`config.mk`:
```
export PLATFORM = sky130hd
export DESIGN_NAME = rom_arbiter_flat
export DESIGN_NICKNAME = d
export VERILOG_FILES = /design/src/rtl/rom_arbiter_if.sv /design/src/rtl/rom_arbiter.sv /design/src/flat_wrapper.sv
export SDC_FILE = /design/constraint.sdc
export NUM_CORES = 1
export LEC_CHECK = 0
export ABC_AREA = 1
export ABC_CLOCK_PERIOD_IN_PS = 1000
export CORE_UTILIZATION = 37
export CTS_BUF_LIST = sky130_fd_sc_hd__clkbuf_2
export DETAILED_ROUTE_END_ITERATION = 10
export GPL_TIMING_DRIVEN = 0
export PLACE_DENSITY = 0.76
export SLEW_MARGIN = 5
export SYNTH_ARGS = -nofsm -noshare
export SYNTH_HDL_FRONTEND = slang
export SYNTH_SLANG_ARGS = --single-unit
```
`constraint.sdc`:
```
create_clock -name clk -period 1 [get_ports clk]
set_clock_uncertainty 0.1 [all_clocks]
set_input_delay 0.1 -clock clk [delete_from_list [all_inputs] [get_ports clk]]
set_output_delay 0.1 -clock clk [all_outputs]
set_load 0.005 [all_outputs]
```
`src/rtl/rom_arbiter_if.sv`:
```
// Request/ack bus between the two ROM requesters, the arbiter and the shared ROM.
// master = requesters + ROM side, slave = arbiter side.
interface rom_arbiter_if #(
  parameter int ADDR_W = 3,
  parameter int DATA_W = 4
);
  logic              req0;
  logic [ADDR_W-1:0] addr0;
  logic              ack0;
  logic [DATA_W-1:0] rdata0;
  logic              req1;
  logic [ADDR_W-1:0] addr1;
  logic              ack1;
  logic [DATA_W-1:0] rdata1;
  logic [ADDR_W-1:0] rom_addr;
  logic [DATA_W-1:0] rom_data;
  logic              busy;
  logic [7:0]        conflict_cnt;

  modport master (
    output req0, addr0, req1, addr1, rom_data,
    input  ack0, rdata0, ack1, rdata1, rom_addr, busy, conflict_cnt
  );

  modport slave (
    input  req0, addr0, req1, addr1, rom_data,
    output ack0, rdata0, ack1, rdata1, rom_addr, busy, conflict_cnt
  );
endinterface

```
`src/rtl/rom_arbiter.sv`:
```
// Round-robin two-port arbiter/sequencer for the shared 8x4 combinational ROM.
// Optional conflict counter enabled by defining ROM_ARB_CONFLICT_CNT_EN.
module rom_arbiter #(
  parameter int ADDR_W = 3,
  parameter int DATA_W = 4
) (
  input  logic         clk,
  input  logic         rst_n,
  rom_arbiter_if.slave bus
);

  typedef enum logic {IDLE, READ} state_t;

  localparam logic [ADDR_W-1:0] ADDR_RST = '0;
  localparam logic [DATA_W-1:0] DATA_RST = '0;

  state_t state;
  logic   grant_r;
  logic   last_grant;
  logic   eff_req0;
  logic   eff_req1;

  // A port's request is masked while its ack is high so it can drop req after seeing ack.
  assign eff_req0 = bus.req0 & ~bus.ack0;
  assign eff_req1 = bus.req1 & ~bus.ack1;

  // NOTE: all sequential state uses non-blocking assignments so every register
  // samples pre-edge values; blocking here would create order-dependent races.
  always_ff @(posedge clk or negedge rst_n) begin
    if (!rst_n) begin
      state      <= IDLE;
      grant_r    <= 1'b0;
      last_grant <= 1'b1;
      bus.rom_addr <= ADDR_RST;
      bus.ack0   <= 1'b0;
      bus.ack1   <= 1'b0;
      bus.rdata0 <= DATA_RST;
      bus.rdata1 <= DATA_RST;
      bus.busy   <= 1'b0;
    end else begin
      bus.ack0 <= 1'b0;
      bus.ack1 <= 1'b0;
      case (state)
        IDLE: begin
          if (eff_req0 && (!eff_req1 || last_grant)) begin
            bus.rom_addr <= bus.addr0;
            grant_r      <= 1'b0;
            state        <= READ;
            bus.busy     <= 1'b1;
          end else if (eff_req1) begin
            bus.rom_addr <= bus.addr1;
            grant_r      <= 1'b1;
            state        <= READ;
            bus.busy     <= 1'b1;
          end
        end
        READ: begin
          if (grant_r) begin
            bus.rdata1 <= bus.rom_data;
            bus.ack1   <= 1'b1;
          end else begin
            bus.rdata0 <= bus.rom_data;
            bus.ack0   <= 1'b1;
          end
          last_grant <= grant_r;
          state      <= IDLE;
          bus.busy   <= 1'b0;
        end
        default: state <= IDLE;
      endcase
    end
  end

`ifdef ROM_ARB_CONFLICT_CNT_EN
  logic [7:0] conflict_cnt;

  // Counts IDLE cycles where both ports contend; saturates and clears only on reset.
  always_ff @(posedge clk or negedge rst_n) begin
    if (!rst_n) begin
      conflict_cnt <= 8'h00;
    end else if (state == IDLE && eff_req0 && eff_req1 && conflict_cnt != 8'hFF) begin
      conflict_cnt <= conflict_cnt + 8'd1;
    end
  end

  assign bus.conflict_cnt = conflict_cnt;
`else
  assign bus.conflict_cnt = 8'h00;
`endif

endmodule

```
`src/flat_wrapper.sv`:
```
// flat-port wrapper written by rule: the top's interface ports become plain ports
module rom_arbiter_flat 
#(
  parameter int ADDR_W = 3,
  parameter int DATA_W = 4
)
  (clk, rst_n, bus_req0, bus_addr0, bus_req1, bus_addr1, bus_rom_data, bus_ack0, bus_rdata0, bus_ack1, bus_rdata1, bus_rom_addr, bus_busy, bus_conflict_cnt);
  rom_arbiter_if #(.ADDR_W(ADDR_W), .DATA_W(DATA_W)) bus_i ();
  input  logic clk;
  input  logic rst_n;
  input wire logic [$bits(bus_i.req0)-1:0] bus_req0;
  input wire logic [$bits(bus_i.addr0)-1:0] bus_addr0;
  input wire logic [$bits(bus_i.req1)-1:0] bus_req1;
  input wire logic [$bits(bus_i.addr1)-1:0] bus_addr1;
  input wire logic [$bits(bus_i.rom_data)-1:0] bus_rom_data;
  output wire logic [$bits(bus_i.ack0)-1:0] bus_ack0;
  output wire logic [$bits(bus_i.rdata0)-1:0] bus_rdata0;
  output wire logic [$bits(bus_i.ack1)-1:0] bus_ack1;
  output wire logic [$bits(bus_i.rdata1)-1:0] bus_rdata1;
  output wire logic [$bits(bus_i.rom_addr)-1:0] bus_rom_addr;
  output wire logic [$bits(bus_i.busy)-1:0] bus_busy;
  output wire logic [$bits(bus_i.conflict_cnt)-1:0] bus_conflict_cnt;
  assign bus_i.req0 = bus_req0;
  assign bus_i.addr0 = bus_addr0;
  assign bus_i.req1 = bus_req1;
  assign bus_i.addr1 = bus_addr1;
  assign bus_i.rom_data = bus_rom_data;
  assign bus_ack0 = bus_i.ack0;
  assign bus_rdata0 = bus_i.rdata0;
  assign bus_ack1 = bus_i.ack1;
  assign bus_rdata1 = bus_i.rdata1;
  assign bus_rom_addr = bus_i.rom_addr;
  assign bus_busy = bus_i.busy;
  assign bus_conflict_cnt = bus_i.conflict_cnt;
  rom_arbiter #(.ADDR_W(ADDR_W), .DATA_W(DATA_W)) u_core (.clk(clk), .rst_n(rst_n), .bus(bus_i));
endmodule
```
==> impl_metrics.py <==
metrics = {
    "run_status": {
        "outcome": "finished with violations",
        "failed_checks": "negative setup slack",
    },
    "power_and_ir_drop": {
        "finalPower_mw": 2.963,
        "vdd_ir_drop_max_mv": 1.251,
        "power.density_nw_per_um2": 2613,
        "p_leak_nw": 0.6415,
    },
    "setup_path": {
        "required_ns": 1.08,
        "arrival_ns": 1.31,
        "crit_fanout": 6,
        "worstPathCellList": "buf_6 -> inv_4 -> nand2_4 -> a21oi_4 -> inv_2 -> nand2_1 -> nand2_1",
        "critPathLaunchType": "flip-flop",
        "worst-path-buf-inv": 3,
        "crit_slowest_cell": "dfrtp_1",
        "crit_path_end_kind": "flip-flop",
        "critPathTopFamily": "flip-flops",
        "critical_path_class": "reg2reg",
        "crit_top_cell": "nand2_1",
        "critPathMaxStageDelay_ns": 0.41,
    },
    "floorplanning": {
        "die-area_um2": 2262,
        "rows": 16,
        "die_x_um": 47.57,
        "die_h_um": 47.57,
        "ioPinCount": 36,
        "core_area_um2": 1962,
        "start_util_pct": 39.16,
    },
    "sta": {
        "rsz0062_at_grt": "true",
        "setup_ws_ns": -0.2321,
        "finalCritPeriodShare_pct": 123.2,
        "final-hold-violation-count": 0,
        "min_period_ns": 1.232,
        "setup_viol": 22,
        "drv_slew": 0,
        "slew_headroom_pct": 51.30,
        "hold_slack_ns": 0.1309,
        "tightest_slew_ns": 0.7282,
        "fmax_mhz": 811.6,
    },
    "route": {
        "drc": 0,
        "dr.pass1.iters": 4,
        "antenna_left": 0,
        "vias_per_cell": 4.068,
        "wl_mm": 1.576,
        "drt_first_iter_violations": 3,
        "vias": 655,
        "wl_per_cell_um": 9.789,
    },
    "cts": {
        "cts.clk_slew.worst_paths_ns": 0.15,
        "clk-insertion-delay-late_ns": 0.28,
        "root_buffer": "clkbuf_2",
        "cts_tree": "yes",
        "cts_made_buffers": 3,
        "clockBufferDepth": 2,
        "cts_num_sinks": 17,
        "htreeDepth": 1,
    },
    "synthesis": {
        "synth_area_um2": 768.2,
        "avgSynthCellArea_um2": 8.730,
        "yosys_warnings": 0,
        "synth_seq_cells": 17,
        "syn_inst": 88,
        "synth-seq-area-share_pct": 55.54,
        "yosysUniqueCellTypes": 13,
    },
    "global_routing": {
        "grt_overflow": 0,
        "grt_pass1_vias": 566,
        "grt.total_usage_pct": 14.77,
        "grt_pass1_wl_mm": 2.290,
        "grt_max_degree": 18,
        "antenna_found_initial": 0,
    },
    "hold_path": {
        "hp-class": "in2async",
    },
    "finish": {
        "diodes": 0,
        "synthToLayoutAreaGrowth_pct": 47.56,
        "drive_above_1_share_pct": 35.07,
        "fin_nets": 149,
    },
    "placement": {
        "io_buffers": 27,
        "place.gp.congestion": 0.7458,
        "hpwlAfterDp_mm": 1.172,
    },
    "job": {
        "max-cap-violations": 0,
    },
}
## cell families after synthesis
group	synth area share, %
AOI/OAI and AO/OA	7.981
DFF	55.54
other	0.4881
and+or+nand+nor	19.38
buffers and inverters	16.61
## layer usage
layer	vias to the layer above	wire (um)	part of all wire [%]	GRT usage [%]
li1	340	-	-	-
met4	0	23	1.5	5.000
met5	-	0	0	0
met3	2	53	3.4	3.396
met2	16	828	53	25.75
met1	297	671	43	18.03
## what timing repair did
item / in CTS / in global routing
gates resized for setup: 54 / 1
pin swaps: 3 / 4
hold buffers: 0 / 0
endpoints found under the setup margin: 23 / 28
setup buffers: 5 / 3
## synthesized netlist by cell type
library cell,instances,area [um2]
conb_1,1,3.750
nand2_1,24,90.09
inv_2,6,22.52
inv_1,12,45.04
nand2_2,2,12.51
dfrtp_1,16,400.4
o21ai_1,8,40.04
a21oi_4,1,16.27
nor2_4,1,11.26
o21ai_0,1,5.000
dfstp_2,1,26.28
buf_4,8,60.06
nand3_1,7,35.03
## layout make-up
cell class	instances	area [um2]
fillers	186	828.3
clock buffers	4	20.02
repair buffers	35	267.8
inverters	18	70.07
well taps	27	33.78
flip-flops and latches	17	426.7
multi-input cells	52	255.2
plain buffers	8	60.06
## through the flow
step | setup WS, ns | instances | utilization (%) | setup TNS (ns) | area [um2]
2_1_floorplan | -0.06659 | 95 | - | -0.2630 | 797.0
3_3_place_gp | -0.3056 | 149 | 56.12 | -4.339 | 1101
3_5_place_dp | -0.3140 | 149 | 56.12 | -5.357 | 1101
4_1_cts | -0.2190 | 158 | 56.89 | -1.809 | 1116
5_1_grt | -0.2684 | 161 | 57.78 | -3.216 | 1134
6_report | -0.2321 | 161 | 57.78 | -1.628 | 1134
## placed cells by master (no fill, tap or decap), types with 5 or more instances in the layout
cell	count
dfrtp_1	16
buf_4	15
nand2_1	22
clkbuf_2	5
inv_1	12
o21ai_1	8
buf_2	12
inv_2	5
clkdlybuf4s50_1	13
nand3_1	6
conb_1	8
## power by group
group | total, mW | switching, mW | internal, mW
registers | 1.25 | 0.210 | 1.04
clock network | 0.301 | 0.195 | 0.106
logic | 1.41 | 0.708 | 0.706
## path summary, 6_finish.rpt
check | endpoint | slack (ns) | depth (start not counted) | start
max | u_core.bus.rom_addr[0] | -0.23 | 7 | u_core.bus.ack1
min | u_core.bus.rdata0[0] | 0.13 | 1 | rst_n
max reg2reg | u_core.bus.rom_addr[0] | -0.23 | 7 | u_core.bus.ack1
min reg2reg | u_core.bus.rom_addr[2] | 0.39 | 2 | u_core.bus.rom_addr[2]
max in group asynchronous | u_core.bus.rdata0[1] | 0.21 | 1 | rst_n
min in group clk | u_core.bus.rdata1[3] | 0.28 | 3 | bus_rom_data[3]
## state kept, by name, summed over array words and instances, names as in the netlist
register and cells:
u_core.grant_r 1, u_core.bus.ack0 1, u_core.bus.ack1 1, u_core.last_grant 1, u_core.bus.busy 1, u_core.bus.rdata1 4, u_core.bus.rdata0 4, u_core.bus.rom_addr 3
u_core.state 1
Note: power is estimated with default switching activity, not from simulation.
